==> src/rtl/dmem_arbiter.sv <==
`default_nettype none
// ============================================================================
// dmem_arbiter : shares the data-memory port between the MEM stage and a
//                debug/loader port with fixed core priority and dbg starvation guard.
// Revision     : 1.0
// ============================================================================
module dmem_arbiter #(
    parameter int DATA_W     = 32,
    parameter int DM_ADDRESS = 9,
    parameter int MEM_LAT    = 1,
    parameter int STARVE_MAX = 8
) (
    input  logic                  clk,
    input  logic                  reset,
    input  logic                  core_req,
    input  logic                  core_we,
    input  logic [DM_ADDRESS-1:0] core_addr,
    input  logic [DATA_W-1:0]     core_wdata,
    input  logic [2:0]            core_func3,
    output logic                  core_stall,
    output logic                  core_done,
    output logic [DATA_W-1:0]     core_rdata,
    input  logic                  dbg_req,
    input  logic                  dbg_we,
    input  logic [DM_ADDRESS-1:0] dbg_addr,
    input  logic [DATA_W-1:0]     dbg_wdata,
    output logic                  dbg_done,
    output logic [DATA_W-1:0]     dbg_rdata,
    output logic                  mem_re,
    output logic                  mem_we,
    output logic [DM_ADDRESS-1:0] mem_addr,
    output logic [DATA_W-1:0]     mem_wdata,
    output logic [2:0]            mem_func3,
    input  logic [DATA_W-1:0]     mem_rdata
);

    typedef enum logic [1:0] {
        ST_IDLE = 2'd0,
        ST_CMD  = 2'd1,
        ST_WAIT = 2'd2,
        ST_DONE = 2'd3
    } state_t;

    state_t      state;
    state_t      state_nxt;
    logic        owner_dbg;
    logic        txn_we;
    logic [2:0]  wait_cnt;
    logic [3:0]  starve_cnt;
    logic        starved;
    logic        grant_core;
    logic        grant_dbg;

    assign starved = (starve_cnt >= 4'(STARVE_MAX));

    always_comb begin
        grant_core = 1'b0;
        grant_dbg  = 1'b0;
        state_nxt  = state;
        case (state)
            ST_IDLE: begin
                if (dbg_req && starved) begin
                    grant_dbg = 1'b1;
                end else if (core_req) begin
                    grant_core = 1'b1;
                end else if (dbg_req) begin
                    grant_dbg = 1'b1;
                end
                if (grant_core || grant_dbg) begin
                    state_nxt = ST_CMD;
                end
            end
            ST_CMD:  state_nxt = txn_we ? ST_DONE : ST_WAIT;
            ST_WAIT: if (wait_cnt == 3'd1) state_nxt = ST_DONE;
            ST_DONE: state_nxt = ST_IDLE;
            default: state_nxt = ST_IDLE;
        endcase
    end

    always_ff @(posedge clk) begin
        if (reset) begin
            state <= ST_IDLE;
        end else begin
            state <= state_nxt;
        end
    end

    always_ff @(posedge clk) begin
        if (reset) begin
            owner_dbg  <= 1'b0;
            txn_we     <= 1'b0;
            mem_addr   <= '0;
            mem_wdata  <= '0;
            mem_func3  <= 3'b000;
            wait_cnt   <= 3'd0;
            core_rdata <= '0;
            dbg_rdata  <= '0;
        end else begin
            if (grant_core || grant_dbg) begin
                owner_dbg <= grant_dbg;
                txn_we    <= grant_dbg ? dbg_we    : core_we;
                mem_addr  <= grant_dbg ? dbg_addr  : core_addr;
                mem_wdata <= grant_dbg ? dbg_wdata : core_wdata;
                mem_func3 <= grant_dbg ? 3'b010    : core_func3;
            end
            if (state == ST_CMD) begin
                wait_cnt <= 3'(MEM_LAT);
            end else if (state == ST_WAIT) begin
                wait_cnt <= wait_cnt - 3'd1;
                // Last wait cycle: memory data is valid MEM_LAT cycles after the strobe.
                if (wait_cnt == 3'd1) begin
                    if (owner_dbg) begin
                        dbg_rdata <= mem_rdata;
                    end else begin
                        core_rdata <= mem_rdata;
                    end
                end
            end
        end
    end

    // Counts cycles dbg is kept waiting; frozen while dbg owns the port.
    always_ff @(posedge clk) begin
        if (reset) begin
            starve_cnt <= 4'd0;
        end else if (grant_dbg) begin
            starve_cnt <= 4'd0;
        end else if (dbg_req && !(owner_dbg && state != ST_IDLE) && starve_cnt != 4'd15) begin
            starve_cnt <= starve_cnt + 4'd1;
        end
    end

    assign mem_re     = (state == ST_CMD) && !txn_we;
    assign mem_we     = (state == ST_CMD) &&  txn_we;
    assign core_done  = (state == ST_DONE) && !owner_dbg;
    assign dbg_done   = (state == ST_DONE) &&  owner_dbg;
    assign core_stall = core_req && !core_done;

endmodule
`default_nettype wire
==> config.mk <==
export PLATFORM = sky130hd
export DESIGN_NAME = dmem_arbiter
export DESIGN_NICKNAME = d
export VERILOG_FILES = /design/src/rtl/dmem_arbiter.sv
export SDC_FILE = /design/constraint.sdc
export NUM_CORES = 1
export LEC_CHECK = 0
export CORE_AREA = 2 2 121 123
export DETAILED_ROUTE_END_ITERATION = 8
export DIE_AREA = 0 0 123 125
export PLACE_DENSITY = 0.8
export SLEW_MARGIN = 20
export SYNTH_ARGS = -nofsm -noshare
export SYNTH_HDL_FRONTEND = slang
export SYNTH_SLANG_ARGS = --single-unit
==> constraint.sdc <==
create_clock -name clk -period 4.8 [get_ports clk]
set_clock_uncertainty 0.05 [all_clocks]
set_input_delay 0.96 -clock clk [delete_from_list [all_inputs] [get_ports clk]]
set_output_delay 0.96 -clock clk [all_outputs]
set_load 0.01 [all_outputs]
== After elaboration in Yosys (flattened, before gate mapping) ==
Cells that the tools add are included.

* Register bits: 119
* Input bits: 123
* Output and inout bits: 113
* Word-level logic and storage cells: 65

* Add/sub/neg operators: 2
* Bitwise logic cells: 2
* Mux-type cells: 19
* Eq/ne operators: 7
* $lt $le $gt $ge: 1
* Reduce and logical (&&, ||, !) cells: 23

{| class="wikitable"
|+ Operator list
! kind !! number
|-
| 2-to-1 mux 32 bit || 1
|-
| 2-to-1 mux 1 bit || 13
|-
| logical AND 1 bit || 9
|-
| 2-to-1 mux 9 bit || 1
|-
| case mux 2 bit (4 select lines) || 1
|-
| AND reduction 4 bit || 2
|-
| adder 4 x 1 -> 4 bit (second input constant) || 1
|-
| == test 2 bit (second input constant) || 2
|-
| greater-or-equal comparator 4 bit (second input constant) || 1
|-
| logical NOT 1 bit || 4
|-
| 2-to-1 mux 2 bit || 2
|-
| inequality test 2 bit (second input constant) || 2
|-
| inequality test 4 bit (second input constant) || 1
|-
| nonzero test 2 bit || 2
|-
| OR reduction 2 bit || 2
|-
| == test 3 x 1 -> 1 bit (second input constant) || 1
|-
| 2-to-1 mux 3 bit || 1
|-
| subtractor 3 x 1 -> 3 bit (second input constant) || 1
|-
| == test 2 x 1 -> 1 bit (second input constant) || 1
|-
| logical NOT 2 bit || 1
|-
| logical OR 1 bit || 2
|-
| inverter 1 bit || 2
|-
| AND reduction 2 bit || 1
|}

== Logic depth before layout (Yosys ltp) ==
* Word-level depth: 7
* Gate-level depth with buffers: 8

== Worst setup path after synthesis ==
No wires, ideal clock.

* Path type: in2out
* Start: input core_req
* End: output core_stall
* Required time: 3.790 ns
* Stages on the path: 1
* Path slack: 2.633 ns
* Arrival time: 1.157 ns
* Path buffers: 0
* Cell sequence: nor2b_1

* Longest elaborated chain between the ends: 1

{| class="wikitable"
|+ RTL lines
! item !! line !! text
|-
| start, declared || 15 || <nowiki>input logic core_req,</nowiki>
|-
| logical AND 1 bit || 137 || <nowiki>assign core_stall = core_req && !core_done;</nowiki>
|-
| end, declared || 20 || <nowiki>output logic core_stall,</nowiki>
|}

No other way between the ends.

== Final worst setup path ==
Ends and elaborated chain as after synthesis.

==> flow_summary.yaml <==
clock_tree:
  ctsHoldBuffers: 0
  cts_resized: 0
  cts_buffers: 17
  cts-htree-levels: 4
  worstSkewPairLatency_ns: 0.41
  clock-sinks: 119
  clockBufferDepth: 2
  clockRootBuffer: "clkbuf_16"
  post_cts_buffers: 0
  cts_tree: "yes"
  path_clk_slew_ns: 0.05
critical_path:
  reg2reg_depth: 7
  crit_required_ns: 3.79
  worst_ep_arrival_time_ns: 2.31
  end_kind: "primary output"
  critical_path_class: "input pin to primary output"
  start_kind: "input pin"
  crit_fanout: 5
run:
  maxCapViolCount: 0
floorplanning:
  die_w_um: 123
  rows: 44
  die_area_um2: 15400
  coreArea_um2: 14200
  start_util_pct: 34.0
  io_pins: 236
  die_h_um: 125
sta:
  slew_headroom_pct: 34.7
  setup-tns-final_ns: 0
  rsz0062_at_grt: "no"
  fmax_mhz: 301
  tightest_slew_ns: 0.979
  period_share_pct: 69.1
  setup_viol: 0
  hold_viol: 0
  fin_crit_ns: 3.32
  drv_slew: 0
global_route:
  antenna_found_initial: 0
  grt_max_degree: 73
  first_global_vias: 4703
  grt_first_pass_wirelength_um: 24200
  gr-total-overflow: 0
  grt_usage_pct: 20.1
logic_synthesis:
  ys_ff_latch: 119
  ys.flop_type: "dfxtp_1"
  avgSynthCellArea_um2: 8.04
  synth_cell_types: 30
  syn-num-nets: 731
  yosysSeqAreaShare_pct: 49.4
  yosys_warnings: 0
  synth_edf_count: 0
  synthCells: 600
  synthArstFlopShare_pct: 0
  synth_area_um2: 4830
route:
  top_layer: "met4"
  drt-vias-per-instance: 4.77
  drcViolationCount: 0
  met3_length_um: 809
  firstDrtPassIters: 4
  antenna_violating_nets_post_route: 0
  met1_length_um: 6340
  first_iter_violations: 279
  dr_wl_met2_um: 7610
  wl_um: 15200
  route.vias.total: 4842
  wire_per_inst_um: 15.0
cells_and_area:
  area_growth_pct: 63.8
  drive_above_1_share_pct: 9.86
  diodes: 0
  regArea_um2: 2380
  multi_input_area_um2: 2180
  nFillCells: 1296
  nets: 950
pwr:
  power.internal_mw: 2.58
  swShare_pct: 29.3
  clockPowerShare_pct: 37.4
  leakagePower_nw: 2.81
  comb_power_share_pct: 27.9
  power.switching_mw: 1.07
  vdd_drop_max_mv: 0.247
  power_density_nw_per_um2: 461
  sequentialPowerShare_pct: 34.7
  power_mw: 3.65
min_path:
  hold_path_class: "register to register"
  min_path_cells: 2
status:
  status: "finished clean"
place:
  hpwl_um: 10300
  gp_congestion: 0.823
  port_buffers: 235
==> final cells by class <==
cell class / count / area share [%]
Clock buffer: 18 / 5.55
Inverter: 9 / 0.427
Sequential cell: 119 / 30.1
Tap cell: 184 / 2.91
Timing Repair Buffer: 245 / 30.9
Clock inverter: 14 / 2.53
Multi-Input combinational cell: 427 / 27.5
==> critical path, stage by stage <==
cell             delay, ns
clkdlybuf4s50_1       0.62
nor2b_1               0.18
clkdlybuf4s50_1       0.54
==> cells in the mapped netlist, types with 3 or more instances <==
cell      instances  area [um2]
nand2_1         223         837
dfxtp_1         119        2380
a31oi_1          43         269
a21oi_2          38         333
a21oi_1          31         155
o21ai_0          31         155
buf_2            25         125
o21ai_1          15        75.1
clkbuf_1         11        41.3
inv_1             9        33.8
ha_1              8         100
nor2_1            8        30.0
buf_6             6        67.6
nor3_1            5        25.0
and2_1            4        25.0
nor2b_1           4        25.0
nand3_1           3        15.0
==> layout by cell type (no fill, tap or decap), drive strengths merged, types with 5 or more instances in the layout <==
master	synthesis	layout
clkdlybuf4s50	0	234
nand2	223	223
dfxtp	119	119
a21oi	69	69
o21ai	46	46
a31oi	43	43
clkbuf	12	18
buf	33	11
inv	9	10
nor2	8	8
ha	8	8
clkinv	0	6
nor3	5	5
==> state kept, by name, indices dropped and copies added, names as in the netlist, 2 cells and up <==
name / cells
wait_cnt: 3
mem_addr: 9
mem_func3: 3
dbg_rdata: 32
core_rdata: 32
state: 2
mem_wdata: 32
starve_cnt: 4
==> kinds of logic after synthesis <==
group,after synthesis,share of synthesized area (%)
and+or+nand+nor,251,20.5
adders and majority gates,8,2.07
AOI/OAI and AO/OA,164,21.4
xor gates and xnor gates,2,0.363
DFF,119,49.4
buffers and inverters,54,5.86
muxes,2,0.415
==> metrics by stage <==
step | setup WS (ns) | util (%) | cells | hold WS [ns] | instance area (um2)
after floorplan | 2.63 | - | 600 | 0.407 | 4830
after global placement | 1.54 | 51.0 | 983 | 0.386 | 7240
after detailed placement | 1.49 | 51.0 | 983 | 0.395 | 7240
after CTS | 1.49 | 55.5 | 1015 | 0.403 | 7880
after global routing | 1.46 | 55.7 | 1016 | 0.421 | 7910
final | 1.48 | 55.7 | 1016 | 0.400 | 7910
==> metal layers <==
metal	track usage [%]	vias to the layer above
met3	5.06	33
met4	9.36	0
met5	0	-
met1	23.6	2223
met2	34.0	141
li1	-	2445
==> path summary, 6_finish.rpt <==
check | to | from | slack, ns
max | core_stall | core_req | 1.48
min | mem_func3[0] | mem_func3[0] | 0.40
max reg2reg | core_rdata[29] | state[1] | 2.38
min reg2reg | mem_func3[0] | mem_func3[0] | 0.40
==> power groups by stage <==
stage	logic (mW)	clock network [mW]	registers (mW)
finish	1.02	1.36	1.27
global route	1.11	1.44	1.28
CTS	1.02	1.39	1.26
detailed placement	1.01	0	1.28
global placement	0.996	0	1.28
floorplan	0.417	0	1.35
Power figures use the tool's default switching activity.
